$ cat config.mk
export PLATFORM = sky130hd
export DESIGN_NAME = load_store_unit
export DESIGN_NICKNAME = d
export VERILOG_FILES = /design/src/rtl/lsu_pkg.sv /design/src/rtl/lsu_align.sv /design/src/rtl/load_store_unit.sv
export SDC_FILE = /design/constraint.sdc
export NUM_CORES = 1
export LEC_CHECK = 0
export ABC_AREA = 0
export CAP_MARGIN = 20
export CORE_MARGIN = 4
export CORE_UTILIZATION = 41
export CTS_BUF_LIST = sky130_fd_sc_hd__clkbuf_16
export CTS_CLUSTER_DIAMETER = 200
export CTS_CLUSTER_SIZE = 16
export DETAILED_ROUTE_END_ITERATION = 8
export MAX_ROUTING_LAYER = met4
export PLACE_DENSITY = 0.77
export SKIP_LAST_GASP = 1
export SLEW_MARGIN = 20
export SYNTH_ARGS = -nofsm -noshare
export SYNTH_HDL_FRONTEND = slang
export SYNTH_SLANG_ARGS = --single-unit
$ cat constraint.sdc
create_clock -name clk -period 1.8 [get_ports clk]
set_clock_uncertainty 0.15 [all_clocks]
set_input_delay 0.18 -clock clk [delete_from_list [all_inputs] [get_ports clk]]
set_output_delay 0.18 -clock clk [all_outputs]
set_load 0.05 [all_outputs]
$ cat src/rtl/lsu_pkg.sv
// lsu_pkg: funct3 encodings, FSM state type and request legality check shared by the load/store unit.
package lsu_pkg;
    localparam logic [2:0] F3_B  = 3'b000;
    localparam logic [2:0] F3_H  = 3'b001;
    localparam logic [2:0] F3_W  = 3'b010;
    localparam logic [2:0] F3_BU = 3'b100;
    localparam logic [2:0] F3_HU = 3'b101;

    typedef enum logic [1:0] {IDLE, RD, WR, RSP} state_t;

    // Encoding and alignment errors only; the range check depends on MEM_SIZE and lives in the top.
    function automatic logic f3_err(input logic we, input logic [2:0] f3, input logic [1:0] off);
        return f3 == 3'b011 || f3[2:1] == 2'b11 || (we && f3[2]) ||
               ((f3 == F3_H || f3 == F3_HU) && off[0]) || (f3 == F3_W && off != 2'b00);
    endfunction
endpackage

$ cat src/rtl/lsu_align.sv
// lsu_align: little-endian lane extract/extend for loads and lane merge for sub-word stores.
module lsu_align
    import lsu_pkg::*;
#(
    parameter int WIDTH = 32
) (
    input  logic [2:0]       funct3,
    input  logic [1:0]       offset,
    input  logic [WIDTH-1:0] word,
    input  logic [WIDTH-1:0] wdata,
    output logic [WIDTH-1:0] load_data,
    output logic [WIDTH-1:0] store_data
);
    logic [4:0]       sh;
    logic [15:0]      lane;
    logic [WIDTH-1:0] mask;

    always_comb begin
        sh = {offset, 3'b000};
        lane = 16'(word >> sh);
        mask = funct3[1:0] == 2'b00 ? WIDTH'(8'hFF) : funct3[1:0] == 2'b01 ? WIDTH'(16'hFFFF) : '1;
        load_data = funct3 == F3_B  ? {{(WIDTH-8){lane[7]}}, lane[7:0]} :
                    funct3 == F3_BU ? {{(WIDTH-8){1'b0}}, lane[7:0]} :
                    funct3 == F3_H  ? {{(WIDTH-16){lane[15]}}, lane} :
                    funct3 == F3_HU ? {{(WIDTH-16){1'b0}}, lane} : word;
        store_data = (word & ~(mask << sh)) | ((wdata << sh) & (mask << sh));
    end
endmodule

$ cat src/rtl/load_store_unit.sv
// load_store_unit: single-outstanding load/store FSM driving a word-wide data memory,
// with read-modify-write for byte/halfword stores.
module load_store_unit
    import lsu_pkg::*;
#(
    parameter int WIDTH    = 32,
    parameter int MEM_SIZE = 1024
) (
    input  logic             clk,
    input  logic             reset,
    input  logic             req_valid,
    output logic             req_ready,
    input  logic             req_we,
    input  logic [2:0]       req_funct3,
    input  logic [WIDTH-1:0] req_addr,
    input  logic [WIDTH-1:0] req_wdata,
    output logic             rsp_valid,
    output logic [WIDTH-1:0] rsp_rdata,
    output logic             rsp_err,
    output logic [WIDTH-1:0] mem_addr,
    output logic             mem_re,
    input  logic [WIDTH-1:0] mem_rdata,
    output logic             mem_wr,
    output logic [WIDTH-1:0] mem_wdata
);
    state_t           state;
    logic             we_q, err_q, req_err;
    logic [2:0]       f3_q;
    logic [WIDTH-1:0] addr_q, wdata_q, rdata_q, load_data, store_data;

    assign req_err = f3_err(req_we, req_funct3, req_addr[1:0]) || (req_addr >> 2) >= WIDTH'(MEM_SIZE);

    always_ff @(posedge clk) begin
        if (reset) begin
            state   <= IDLE;
            we_q    <= 1'b0;
            err_q   <= 1'b0;
            f3_q    <= '0;
            addr_q  <= '0;
            wdata_q <= '0;
            rdata_q <= '0;
        end else if (state == IDLE && req_valid) begin
            we_q    <= req_we;
            err_q   <= req_err;
            f3_q    <= req_funct3;
            addr_q  <= req_addr;
            wdata_q <= req_wdata;
            state   <= req_err ? RSP : (req_we && req_funct3 == F3_W) ? WR : RD;
        end else if (state == RD) begin
            rdata_q <= mem_rdata;
            state   <= we_q ? WR : RSP;
        end else begin
            state <= state == WR ? RSP : IDLE;
        end
    end

    lsu_align #(.WIDTH(WIDTH)) u_align (
        .funct3     (f3_q),
        .offset     (addr_q[1:0]),
        .word       (rdata_q),
        .wdata      (wdata_q),
        .load_data  (load_data),
        .store_data (store_data)
    );

    // Word stores skip RD; the all-ones lane mask makes the merge pass wdata straight through.
    assign req_ready = state == IDLE;
    assign mem_re    = state == RD;
    assign mem_wr    = state == WR;
    assign mem_addr  = (mem_re || mem_wr) ? {addr_q[WIDTH-1:2], 2'b00} : '0;
    assign mem_wdata = mem_wr ? store_data : '0;
    assign rsp_valid = state == RSP;
    assign rsp_err   = rsp_valid && err_q;
    assign rsp_rdata = (rsp_valid && !err_q && !we_q) ? load_data : '0;
endmodule

==> results of run 1 <==
state kept, by name, summed over array words and instances, names as in the netlist:
| name | count |
|---|---|
| we_q | 1 |
| err_q | 1 |
| wdata_q | 32 |
| rdata_q | 32 |
| state | 2 |
| f3_q | 3 |
| addr_q | 32 |
critical path, stage by stage (launching register included):
cell	delay, ns
sky130_fd_sc_hd__dfxtp_4	0.45
sky130_fd_sc_hd__bufbuf_16	0.30
sky130_fd_sc_hd__mux2i_1	0.31
sky130_fd_sc_hd__mux2i_2	0.15
sky130_fd_sc_hd__mux2i_2	0.29
sky130_fd_sc_hd__nor2b_4	0.08
sky130_fd_sc_hd__buf_12	0.15
stage by stage:
step	instance area (µm²)	utilization	instances	hold slack, ns	power [mW]
2_1_floorplan	6200	-	736	0.1585	5.831
3_3_place_gp	9522	0.7133	1141	0.2864	7.982
3_5_place_dp	9522	0.7133	1141	0.2923	8.055
4_1_cts	10520	0.7881	1171	0.1977	10.81
5_1_grt	11160	0.8364	1187	0.2110	12.17
6_report	11160	0.8364	1187	0.1897	11.81
cell families after synthesis:
family                     after synthesis  synth area share
and+or+nand+nor                        329            0.2520
AOI/OAI and AO/OA                      156            0.1820
DFF                                    103            0.3672
muxes                                   76            0.1377
buffers and inverters                   66           0.05147
adders and majority gates                4          0.008913
other                                    1         0.0006678
synthesized netlist by cell type (all sizes together) (2+ instances only):
cell type / instances
a21oi: 86
nand3: 2
o221a: 5
o21ai: 11
inv: 5
o211a: 16
dfxtp: 103
o221ai: 5
buf: 25
a31oi: 2
a21boi: 9
nand2b: 9
o21bai: 5
nand2: 210
nor2: 48
a211oi: 2
clkbuf: 36
and2: 33
o211ai: 9
ha: 4
nor4: 6
mux2i: 75
o2111ai: 3
nor3: 2
nor2b: 14
how the worst max path moves through the flow:
stage                     startpoint            end  depth (start not counted)
after floorplan             state[1]  rsp_rdata[15]                          5
after global placement     addr_q[0]  mem_wdata[26]                          7
after detailed placement     f3_q[0]  rsp_rdata[11]                          5
after CTS                  addr_q[0]  rsp_rdata[24]                          5
after global routing       addr_q[1]  mem_wdata[29]                          8
final                      addr_q[1]  mem_wdata[29]                          6
repair_timing:
| item | CTS | global route |
|---|---|---|
| gates resized for setup | 121 | 112 |
| pin swaps | 31 | 26 |
| gates cloned | 6 | 5 |
| setup endpoints to repair | 94 | 160 |
| buffers inserted | 10 | 14 |
cell type report:
cell class	count	area (µm²)	area share
Inverter	5	23.77	0.002129
Clock buffer	9	225.2	0.02017
Multi-Input combinational cell	567	4434	0.3972
Tap cell	176	220.2	0.01972
Timing Repair Buffer	319	4106	0.3678
Clock inverter	7	78.83	0.007060
Sequential cell	103	2073	0.1857
Antenna cell	1	2.502	0.0002241
report_power, final:
group          leakage [nW]  internal [mW]  switching [mW]  total (mW)
clock network         0.150           1.10           0.985        2.08
registers             0.845           2.62           0.401        3.02
logic                  3.17           3.26            3.44        6.70
layer usage:
layer  wire, µm  track usage  vias up
met1      10190       0.3627     3207
met4       1362       0.1276        0
met5          0            -        -
li1           -            -     3027
met3       1937      0.04904      105
met2      12980       0.4856      429
==> parameters.txt, run 1 <==
Parameter                              Value

Outcome
  Status    complete, but fails checks
  Violations in the final reports    setup timing

Route
  First-pass detailed-route iteration total    5
  Antenna Nets Post-Route    0
  Average wire per standard cell    22.30 µm
  Vias per inst    5.702
  Via total after detailed routing    ~6,800
  Total wire length after detailed routing    26.48 mm
  DRC violations left    0
  First DRT Iteration DRCs    772

Synth
  Most used flip-flop cell after synthesis    sky130_fd_sc_hd__dfxtp_1
  Proportion of netlist area held by the largest area contributor    0.3672
  Yosys warning count    0
  Area contributors post-synth    sky130_fd_sc_hd__dfxtp_1 37%, sky130_fd_sc_hd__nand2_1 14%, sky130_fd_sc_hd__mux2i_1 13%
  Sequential-to-total area share from yosys stat    0.3672
  Cell Area, Synth    around 5600 µm²
  Number of flops mapped to enable cells by yosys    0
  Async SR Flop Fraction    0
  Top cell type by total area after synthesis    sky130_fd_sc_hd__dfxtp_1
  Count of different cell masters after synthesis    42
  Mean area per synthesized cell    7.640 µm²
  Synth Register Bits    103
  Number of instances in the synthesized netlist    roughly 740

STA
  Relative max-transition margin    0.6614
  Post-route worst setup slack    -0.6409 ns
  Fin crit period    approximately 2.4 ns
  Setup total negative slack    -37.13 ns
  Final hold viol count    0
  Unrepaired setup endpoints after global routing    true
  Slew at the pin closest to its max-slew limit    approximately 0.5 ns
  Setup Viol. Count Final    94
  Share of the cycle needed by the critical path after routing    1.356
  Max Freq    409.7 MHz
  Fin. max-slew vios    0

Power and ir drop
  Worst vdd ir    750.7 µV
  Power Dens Cells    around 1100 nW/µm²
  Leakage    4.168 nW

Die
  Top-level port count    between 200 and 250
  Core ar.    13,350 µm²
  Overall die area    15,630 µm²
  Num rows    42
  Vert. Die Dim    between 100 and 150 µm
  Die W    roughly 130 µm
  Initial Utilization    0.4207

Place
  Post-detail-place hpwl    15.91 mm
  Number of buffers added on ports    around 200
  Post-place setup slack    -0.2662 ns
  Global placement routability congestion    0.9006

Worst hold path
  Cell depth of the worst hold path    3
  Startpoint of the tightest hold check path    reset
  Capture endpoint of the worst hold path    addr_q[30]
  Type of the worst min-delay path    primary input to flop

Layout
  Share of post-route cells with drive strength above 1    0.4188
  # fillers    678
  Commonest non-fill, non-tap cell in the layout    sky130_fd_sc_hd__nand2_1
  Highest-count cells in the layout ignoring fill and taps    174 x sky130_fd_sc_hd__nand2_1, 101 x sky130_fd_sc_hd__clkdlybuf4s50_1, 98 x sky130_fd_sc_hd__dfxtp_1
  Layout area overhead    98.82%
  # nets final    1,112

Global routing
  Initial antenna violation count    1
  Total GRT Usage    0.2967
  Via count of the first global-routing pass    6,444
  Residual overflow from global routing    0
  Pin count of the biggest net entering global routing    104
  Global-route wire length before repair    35.91 mm

Critical path
  Required time at the worst-slack endpoint    between 1 and 1.5 ns
  Worst path arrival time    2.11 ns
  Reg-to-Reg End    wdata_q[15]
  Sort of element at the start of the critical path    flop
  Critical path class    flop to output port
  Worst setup EP type    output port
  Flop-to-flop setup slack    0.07 ns
  CP max FO    8
  Reg-to-reg critical path startpoint    state[0]
  Number of cells on the worst reg-to-reg path    7

Clock network
  Clock buffer count from CTS    9
  Register clock-pin slew on the reported worst setup and hold paths    ~0.08 ns
  H-tree depth    3
  Skew-Pair Late Insertion Delay    0.36 ns
  Number of clock sinks seen by CTS    103
  Clock root buffer    sky130_fd_sc_hd__clkbuf_16
  Clock tree from TritonCTS    done
  Clock buffer depth    2
  Number of hold buffers added after CTS    0

Job
  Reported max-cap violation count    0
No activity file was read; power rests on OpenSTA's default activity.
==> inputs of run 2 (changes only) <==
--- a/config.mk
+++ b/config.mk
@@ -7,16 +7,17 @@
 export LEC_CHECK = 0
 export ABC_AREA = 0
 export CAP_MARGIN = 20
+export CELL_PAD_IN_SITES_DETAIL_PLACEMENT = 1
+export CELL_PAD_IN_SITES_GLOBAL_PLACEMENT = 1
 export CORE_MARGIN = 4
-export CORE_UTILIZATION = 41
+export CORE_UTILIZATION = 29
 export CTS_BUF_LIST = sky130_fd_sc_hd__clkbuf_16
 export CTS_CLUSTER_DIAMETER = 200
 export CTS_CLUSTER_SIZE = 16
 export DETAILED_ROUTE_END_ITERATION = 8
 export MAX_ROUTING_LAYER = met4
-export PLACE_DENSITY = 0.77
+export PLACE_DENSITY_LB_ADDON = 0.1
 export SKIP_LAST_GASP = 1
-export SLEW_MARGIN = 20
 export SYNTH_ARGS = -nofsm -noshare
 export SYNTH_HDL_FRONTEND = slang
 export SYNTH_SLANG_ARGS = --single-unit
==> run 2 against run 1 <==
The run still ends with setup timing left; combinational power up 1%; non-clock buffer count increased by 14; global-route usage is 4.4 points lower; largest cell class unchanged.
==> parameters.txt, run 2 (synthesized netlist as in run 1, its figures left out) <==
Parameter                              Value

Power and ir drop
  Leakage    4.322 nW (was 4.168 nW)
  Power Dens Cells    1058 nW/µm² (about the same)
  Worst vdd ir    597.0 µV (was 750.7 µV)
  Final Total Pwr    12.22 mW (was 11.81 mW)

Worst hold path
  Startpoint of the tightest hold check path    req_wdata[4] (was reset)
  Type of the worst min-delay path    primary input to flop (unchanged)
  Cell depth of the worst hold path    3 (unchanged)
  Capture endpoint of the worst hold path    wdata_q[4] (was addr_q[30])

STA
  Max Freq    413.9 MHz (was 409.7 MHz)
  Post-route worst setup slack    -0.6161 ns (was -0.6409 ns)
  Worst hold margin    0.2170 ns (was 0.1897 ns)
  Fin. max-slew vios    0 (unchanged)
  Final hold viol count    0 (unchanged)
  Setup total negative slack    -40.02 ns (was -37.13 ns)
  Setup Viol. Count Final    100 (was 94)
  Unrepaired setup endpoints after global routing    true (unchanged)
  Fin crit period    2.416 ns (was 2.441 ns)
  Share of the cycle needed by the critical path after routing    1.342 (was 1.356)

Place
  Post-place setup slack    -0.2315 ns (was -0.2662 ns)
  Number of buffers added on ports    201 (unchanged)
  Cell Area, Placed    9767 µm² (was 9522 µm²)
  Cell count after placement    1,235 (was 1,141)
  Global placement routability congestion    0.8940 (was 0.9006)
  Post-detail-place hpwl    19.04 mm (was 15.91 mm)

Route
  First DRT Iteration DRCs    325 (was 772)
  Vias per inst    5.185 (was 5.702)
  DRC violations left    0 (unchanged)
  First-pass detailed-route iteration total    5 (unchanged)
  Via total after detailed routing    6,658 (was 6,768)
  Antenna Nets Post-Route    0 (unchanged)
  Average wire per standard cell    23.20 µm (was 22.30 µm)
  Total wire length after detailed routing    29.78 mm (was 26.48 mm)

Layout
  Highest-count cells in the layout ignoring fill and taps    181 x sky130_fd_sc_hd__nand2_1, 101 x sky130_fd_sc_hd__clkdlybuf4s50_1, 97 x sky130_fd_sc_hd__dfxtp_1 (was 174 x sky130_fd_sc_hd__nand2_1, 101 x sky130_fd_sc_hd__clkdlybuf4s50_1, 98 x sky130_fd_sc_hd__dfxtp_1)
  Layout Cell Area excl Fill    11,560 µm² (was 11,160 µm²)
  Finished Layout Cells    1,284 (was 1,187)
  # nets final    1,127 (was 1,112)
  Commonest non-fill, non-tap cell in the layout    sky130_fd_sc_hd__nand2_1 (unchanged)
  Number of antenna cells inserted    0 (was 1)
  Share of post-route cells with drive strength above 1    0.4268 (was 0.4188)
  Layout area overhead    105.8% (was 98.82%)
  Largest registers    addr_q: 32 flops, rdata_q: 32 flops, wdata_q: 32 flops (unchanged)
  Post-Route Utilization    0.6117 (was 0.8364)

Clock network
  Clock buffer count from CTS    9 (unchanged)
  Number of hold buffers added after CTS    0 (unchanged)
  Clock tree from TritonCTS    done (unchanged)
  Number of clock sinks seen by CTS    103 (unchanged)
  Skew-Pair Late Insertion Delay    0.36 ns (about the same)
  H-tree depth    3 (unchanged)
  Register clock-pin slew on the reported worst setup and hold paths    0.07 ns (was 0.08 ns)
  Clock root buffer    sky130_fd_sc_hd__clkbuf_16 (unchanged)
  Clock buffer depth    2 (unchanged)

Outcome
  Violations in the final reports    setup timing (unchanged)
  Status    complete, but fails checks (unchanged)

Global routing
  Initial antenna violation count    0 (was 1)
  Highest-utilization routing layer at the global route stage    met2 (unchanged)
  Met1 usage    0.3072 (was 0.3627)
  Total GRT Usage    0.2531 (was 0.2967)
  Met2 demand-to-capacity share in global routing    0.4249 (was 0.4856)
  Via count of the first global-routing pass    7,000 (was 6,444)
  Global-route wire length before repair    41.74 mm (was 35.91 mm)
  Residual overflow from global routing    0 (unchanged)
  Pin count of the biggest net entering global routing    104 (unchanged)
  Met3 routing resource usage after global routing    0.04010 (was 0.04904)

Critical path
  Reg-to-reg critical path startpoint    state[1] (was state[0])
  Sort of element at the start of the critical path    flop (unchanged)
  Worst setup EP type    output port (unchanged)
  Required time at the worst-slack endpoint    1.47 ns (about the same)
  Worst path arrival time    2.09 ns (was 2.11 ns)
  Number of cells on the worst reg-to-reg path    8 (was 7)
  Flop-to-flop setup slack    -0.05 ns (was 0.07 ns)
  CP max FO    7 (was 8)
  Critical path class    flop to output port (unchanged)
  Reg-to-Reg End    rdata_q[7] (was wdata_q[15])

Die
  Initial Utilization    0.2972 (was 0.4207)
  Overall die area    21,650 µm² (was 15,630 µm²)
  Die W    147.2 µm (was 125.0 µm)
  Core ar.    18,890 µm² (was 13,350 µm²)
  Num rows    50 (was 42)
  Vert. Die Dim    147.2 µm (was 125.0 µm)
  Top-level port count    204 (unchanged)

Job
  Reported max-cap violation count    0 (unchanged)
-- run 2: power breakdown --
| part | leakage, nW | total, mW | switching (mW) | internal (mW) |
|---|---|---|---|---|
| Combinational | 3.30 | 6.79 | 3.56 | 3.23 |
| Sequential | 0.846 | 3.02 | 0.394 | 2.63 |
| Clock | 0.175 | 2.41 | 0.914 | 1.49 |
-- run 2: how the worst max path moves through the flow --
stage / startpoint / to / slack [ns] / depth (start not counted)
global placement: req_addr[30] / state[0] / -0.22 / 6
global route: addr_q[0] / rsp_rdata[31] / -0.71 / 9
CTS: addr_q[0] / rsp_rdata[20] / -0.56 / 6
finish: addr_q[0] / rsp_rdata[29] / -0.62 / 6
floorplan: state[1] / rsp_rdata[15] / -0.15 / 5
detailed placement: addr_q[0] / rsp_rdata[20] / -0.23 / 5
-- run 2: metal layers --
metal | vias up | part of all wire | wire length (µm)
met5 | - | 0 | 0
met4 | 0 | 0.032 | 949
met3 | 54 | 0.048 | 1429
met2 | 240 | 0.52 | 15390
met1 | 3306 | 0.40 | 12020
li1 | 3058 | - | -
-- run 2: critical path: stages (launching register included) --
cell and delay, ns:
sky130_fd_sc_hd__dfxtp_2 0.36, sky130_fd_sc_hd__mux4_2 0.57, sky130_fd_sc_hd__o2111ai_4 0.24, sky130_fd_sc_hd__buf_12 0.16
sky130_fd_sc_hd__buf_16 0.18, sky130_fd_sc_hd__nand2_4 0.06, sky130_fd_sc_hd__buf_6 0.15
-- run 2: timing repair --
item                                    CTS  global route
resized for setup                       157            97
gates cloned                              6             9
pin swaps                                38            32
setup buffers                            21            10
endpoints found under the setup margin  111           121
-- run 2: final cells by class --
class / count / area [µm²]
inverter: 5 / 26.28
clock buffer: 9 / 225.2
multi-input combinational: 568 / 4494
sequential: 103 / 2077
clock inverter: 6 / 133.9
tap: 260 / 325.3
fill: 2025 / 7337
timing repair buffer: 333 / 4274
==> inputs of run 3 (changes only) <==
--- a/config.mk
+++ b/config.mk
@@ -9,6 +9,7 @@
 export CAP_MARGIN = 20
 export CELL_PAD_IN_SITES_DETAIL_PLACEMENT = 1
 export CELL_PAD_IN_SITES_GLOBAL_PLACEMENT = 1
+export CORE_ASPECT_RATIO = 1.1
 export CORE_MARGIN = 4
 export CORE_UTILIZATION = 29
 export CTS_BUF_LIST = sky130_fd_sc_hd__clkbuf_16
@@ -17,6 +18,7 @@
 export DETAILED_ROUTE_END_ITERATION = 8
 export MAX_ROUTING_LAYER = met4
 export PLACE_DENSITY_LB_ADDON = 0.1
+export RECOVER_POWER = 25
 export SKIP_LAST_GASP = 1
 export SYNTH_ARGS = -nofsm -noshare
 export SYNTH_HDL_FRONTEND = slang
==> run 3 against run 2 <==
The flow still finishes with violations (setup timing); die area hardly changed; sequential share of layout area is 0.42 points higher; cell count down 1.7%; critical path type unchanged; largest cell class unchanged; largest power group unchanged.
==> parameters.txt, run 3 (synthesized netlist as in run 1, its figures left out) <==
Parameter                              Value

Layout
  Commonest non-fill, non-tap cell in the layout    sky130_fd_sc_hd__nand2_1 (unchanged)
  Highest-count cells in the layout ignoring fill and taps    178 x sky130_fd_sc_hd__nand2_1, 101 x sky130_fd_sc_hd__clkdlybuf4s50_1, 97 x sky130_fd_sc_hd__dfxtp_1 (was 181 x sky130_fd_sc_hd__nand2_1, 101 x sky130_fd_sc_hd__clkdlybuf4s50_1, 97 x sky130_fd_sc_hd__dfxtp_1)
  Largest registers    addr_q: 32 flops, rdata_q: 32 flops, wdata_q: 32 flops (unchanged)
  Layout area overhead    101.0% (was 105.8%)
  Finished Layout Cells    1,262 (was 1,284)
  # nets final    1,116 (was 1,127)
  Share of post-route cells with drive strength above 1    0.4172 (was 0.4268)

Power and ir drop
  Net Sw Frac    0.4007 (was 0.3983)
  Portion of total power attributed to combinational logic    0.554 (was 0.556)
  Internal Dissipation    7.006 mW (was 7.354 mW)
  Power Dens Cells    1036 nW/µm² (was 1058 nW/µm²)
  Worst vdd ir    550.8 µV (was 597.0 µV)
  Final Total Pwr    11.69 mW (was 12.22 mW)
  Portion of total power attributed to sequential cells    0.257 (was 0.247)
  Clock network fraction of design power    0.190 (was 0.197)
  Net switching component of the power    4.685 mW (was 4.867 mW)
  Leakage    4.220 nW (was 4.322 nW)

Die
  Vert. Die Dim    153.9 µm (was 147.2 µm)
  Num rows    53 (was 50)
  Top-level port count    204 (unchanged)
  Initial Utilization    0.2940 (was 0.2972)
  Core ar.    19,100 µm² (was 18,890 µm²)
  Overall die area    21,660 µm² (was 21,650 µm²)
  Die W    140.7 µm (was 147.2 µm)

Route
  Vias per inst    5.036 (was 5.185)
  First DRT Iteration DRCs    274 (was 325)
  Antenna Nets Post-Route    0 (unchanged)
  Via total after detailed routing    6,355 (was 6,658)
  Average wire per standard cell    21.44 µm (was 23.20 µm)
  First-pass detailed-route iteration total    4 (was 5)
  Total wire length after detailed routing    27.06 mm (was 29.78 mm)
  DRC violations left    0 (unchanged)

Place
  Cell count after placement    1,223 (was 1,235)
  Post-detail-place hpwl    19.71 mm (was 19.04 mm)
  Global placement routability congestion    0.9352 (was 0.8940)
  Number of buffers added on ports    201 (unchanged)

Critical path
  Largest incremental delay on the critical path    0.55 ns (was 0.57 ns)
  Worst path top cell family by delay    multiplexers (unchanged)
  Critical path class    flop to output port (unchanged)
  CP max FO    8 (was 7)
  Master of the slowest instance on the critical path    sky130_fd_sc_hd__mux4_2 (unchanged)
  Worst path arrival time    2.08 ns (was 2.09 ns)
  Critical path cell sequence    mux4_2 -> o2111ai_4 -> buf_16 -> nand2_8 -> buf_8 (was mux4_2 -> o2111ai_4 -> buf_12 -> buf_16 -> nand2_4 -> buf_6)
  Number of buffers and inverters on the critical path    2 (was 3)
  Worst setup EP type    output port (unchanged)
  Required time at the worst-slack endpoint    1.47 ns (about the same)
  Sort of element at the start of the critical path    flop (unchanged)

Clock network
  Clock buffer count from CTS    9 (unchanged)
  Register clock-pin slew on the reported worst setup and hold paths    0.07 ns (about the same)
  Number of clock sinks seen by CTS    103 (unchanged)
  Clock tree from TritonCTS    done (unchanged)
  Skew-Pair Late Insertion Delay    0.36 ns (about the same)
  Clock buffer depth    2 (unchanged)
  H-tree depth    3 (unchanged)
  Clock root buffer    sky130_fd_sc_hd__clkbuf_16 (unchanged)

Global routing
  Pin count of the biggest net entering global routing    40 (was 104)
  Global-route wire length before repair    40.25 mm (was 41.74 mm)
  Initial antenna violation count    1 (was 0)
  Residual overflow from global routing    0 (unchanged)
  Total GRT Usage    0.2442 (was 0.2531)
  Via count of the first global-routing pass    6,953 (was 7,000)

STA
  Max Freq    415.4 MHz (was 413.9 MHz)
  Post-route worst setup slack    -0.6075 ns (was -0.6161 ns)
  Slew at the pin closest to its max-slew limit    0.5182 ns
  Fin. max-slew vios    0 (unchanged)
  Share of the cycle needed by the critical path after routing    1.338 (was 1.342)
  Final hold viol count    0 (unchanged)
  Unrepaired setup endpoints after global routing    true (unchanged)
  Fin crit period    2.408 ns (was 2.416 ns)
  Setup Viol. Count Final    104 (was 100)
  Relative max-transition margin    0.6545

Outcome
  Violations in the final reports    setup timing (unchanged)
  Status    complete, but fails checks (unchanged)

Worst hold path
  Type of the worst min-delay path    primary input to flop (unchanged)

Job
  Reported max-cap violation count    0 (unchanged)
run 3: changes by cell type in the layout (fill, tap and decap cells not counted), sizes merged:
cell and delta:
diode +1, bufbuf +1, clkinvlp +1, inv +4
bufinv -2, and2 -1, buf -8, clkinv -2
clkbuf -3
run 3: path summary, 6_finish.rpt:
check / start / endpoint / slack, ns / cells past startpoint
setup / recovery: addr_q[0] / rsp_rdata[26] / -0.61 / 5
hold / removal: reset / rdata_q[4] / 0.1 / 2
setup reg to reg: state[1] / rdata_q[28] / -0.07 / 6
hold reg to reg: addr_q[21] / addr_q[21] / 0.31 / 2
run 3: timing repair:
action / CTS / global route
endpoints found under the setup margin: 97 / 97
hold buffers: 0 / 0
cloned: 9 / 1
gates resized for setup: 141 / 95
pin swaps: 35 / 41
buffers inserted: 10 / 9
run 3: area by class of cell:
class / count / area [µm²]
Clock inverter: 7 / 97.59
Clock buffer: 9 / 225.2
Antenna cell: 1 / 2.502
Tap cell: 247 / 309.0
Sequential cell: 103 / 2077
Multi-Input combinational cell: 567 / 4412
Timing Repair Buffer: 323 / 4140
Fill cell: 2048 / 7809
Inverter: 5 / 26.28
run 3: power groups by stage:
stage / logic, mW / registers [mW] / clock network [mW]
2_1_floorplan: 2.96 / 2.87 / 0
3_3_place_gp: 5.24 / 2.95 / 0
3_5_place_dp: 5.35 / 2.97 / 0
4_1_cts: 6.16 / 2.95 / 2.25
5_1_grt: 6.81 / 3.04 / 2.36
6_report: 6.48 / 3.00 / 2.22
run 3: metrics by stage:
step	setup TNS (ns)	util	hold slack [ns]	area, µm²	setup slack (ns)
finish	-35.06	0.5911	0.09511	11290	-0.6075
global route	-42.88	0.5911	0.1042	11290	-0.6621
CTS	-37.60	0.5689	0.09674	10870	-0.5938
detailed placement	-7.589	0.5103	0.2959	9746	-0.2283
global placement	-6.049	0.5103	0.2877	9746	-0.1774
floorplan	-3.267	-	0.1585	6200	-0.1525
run 3: metal layers:
metal | vias to the layer above | GRT usage | routed length (µm)
li1 | 3034 | - | -
met1 | 3116 | 0.2760 | 10510
met2 | 166 | 0.4368 | 14590
met3 | 39 | 0.04075 | 1099
met4 | 0 | 0.07983 | 862
met5 | - | - | 0
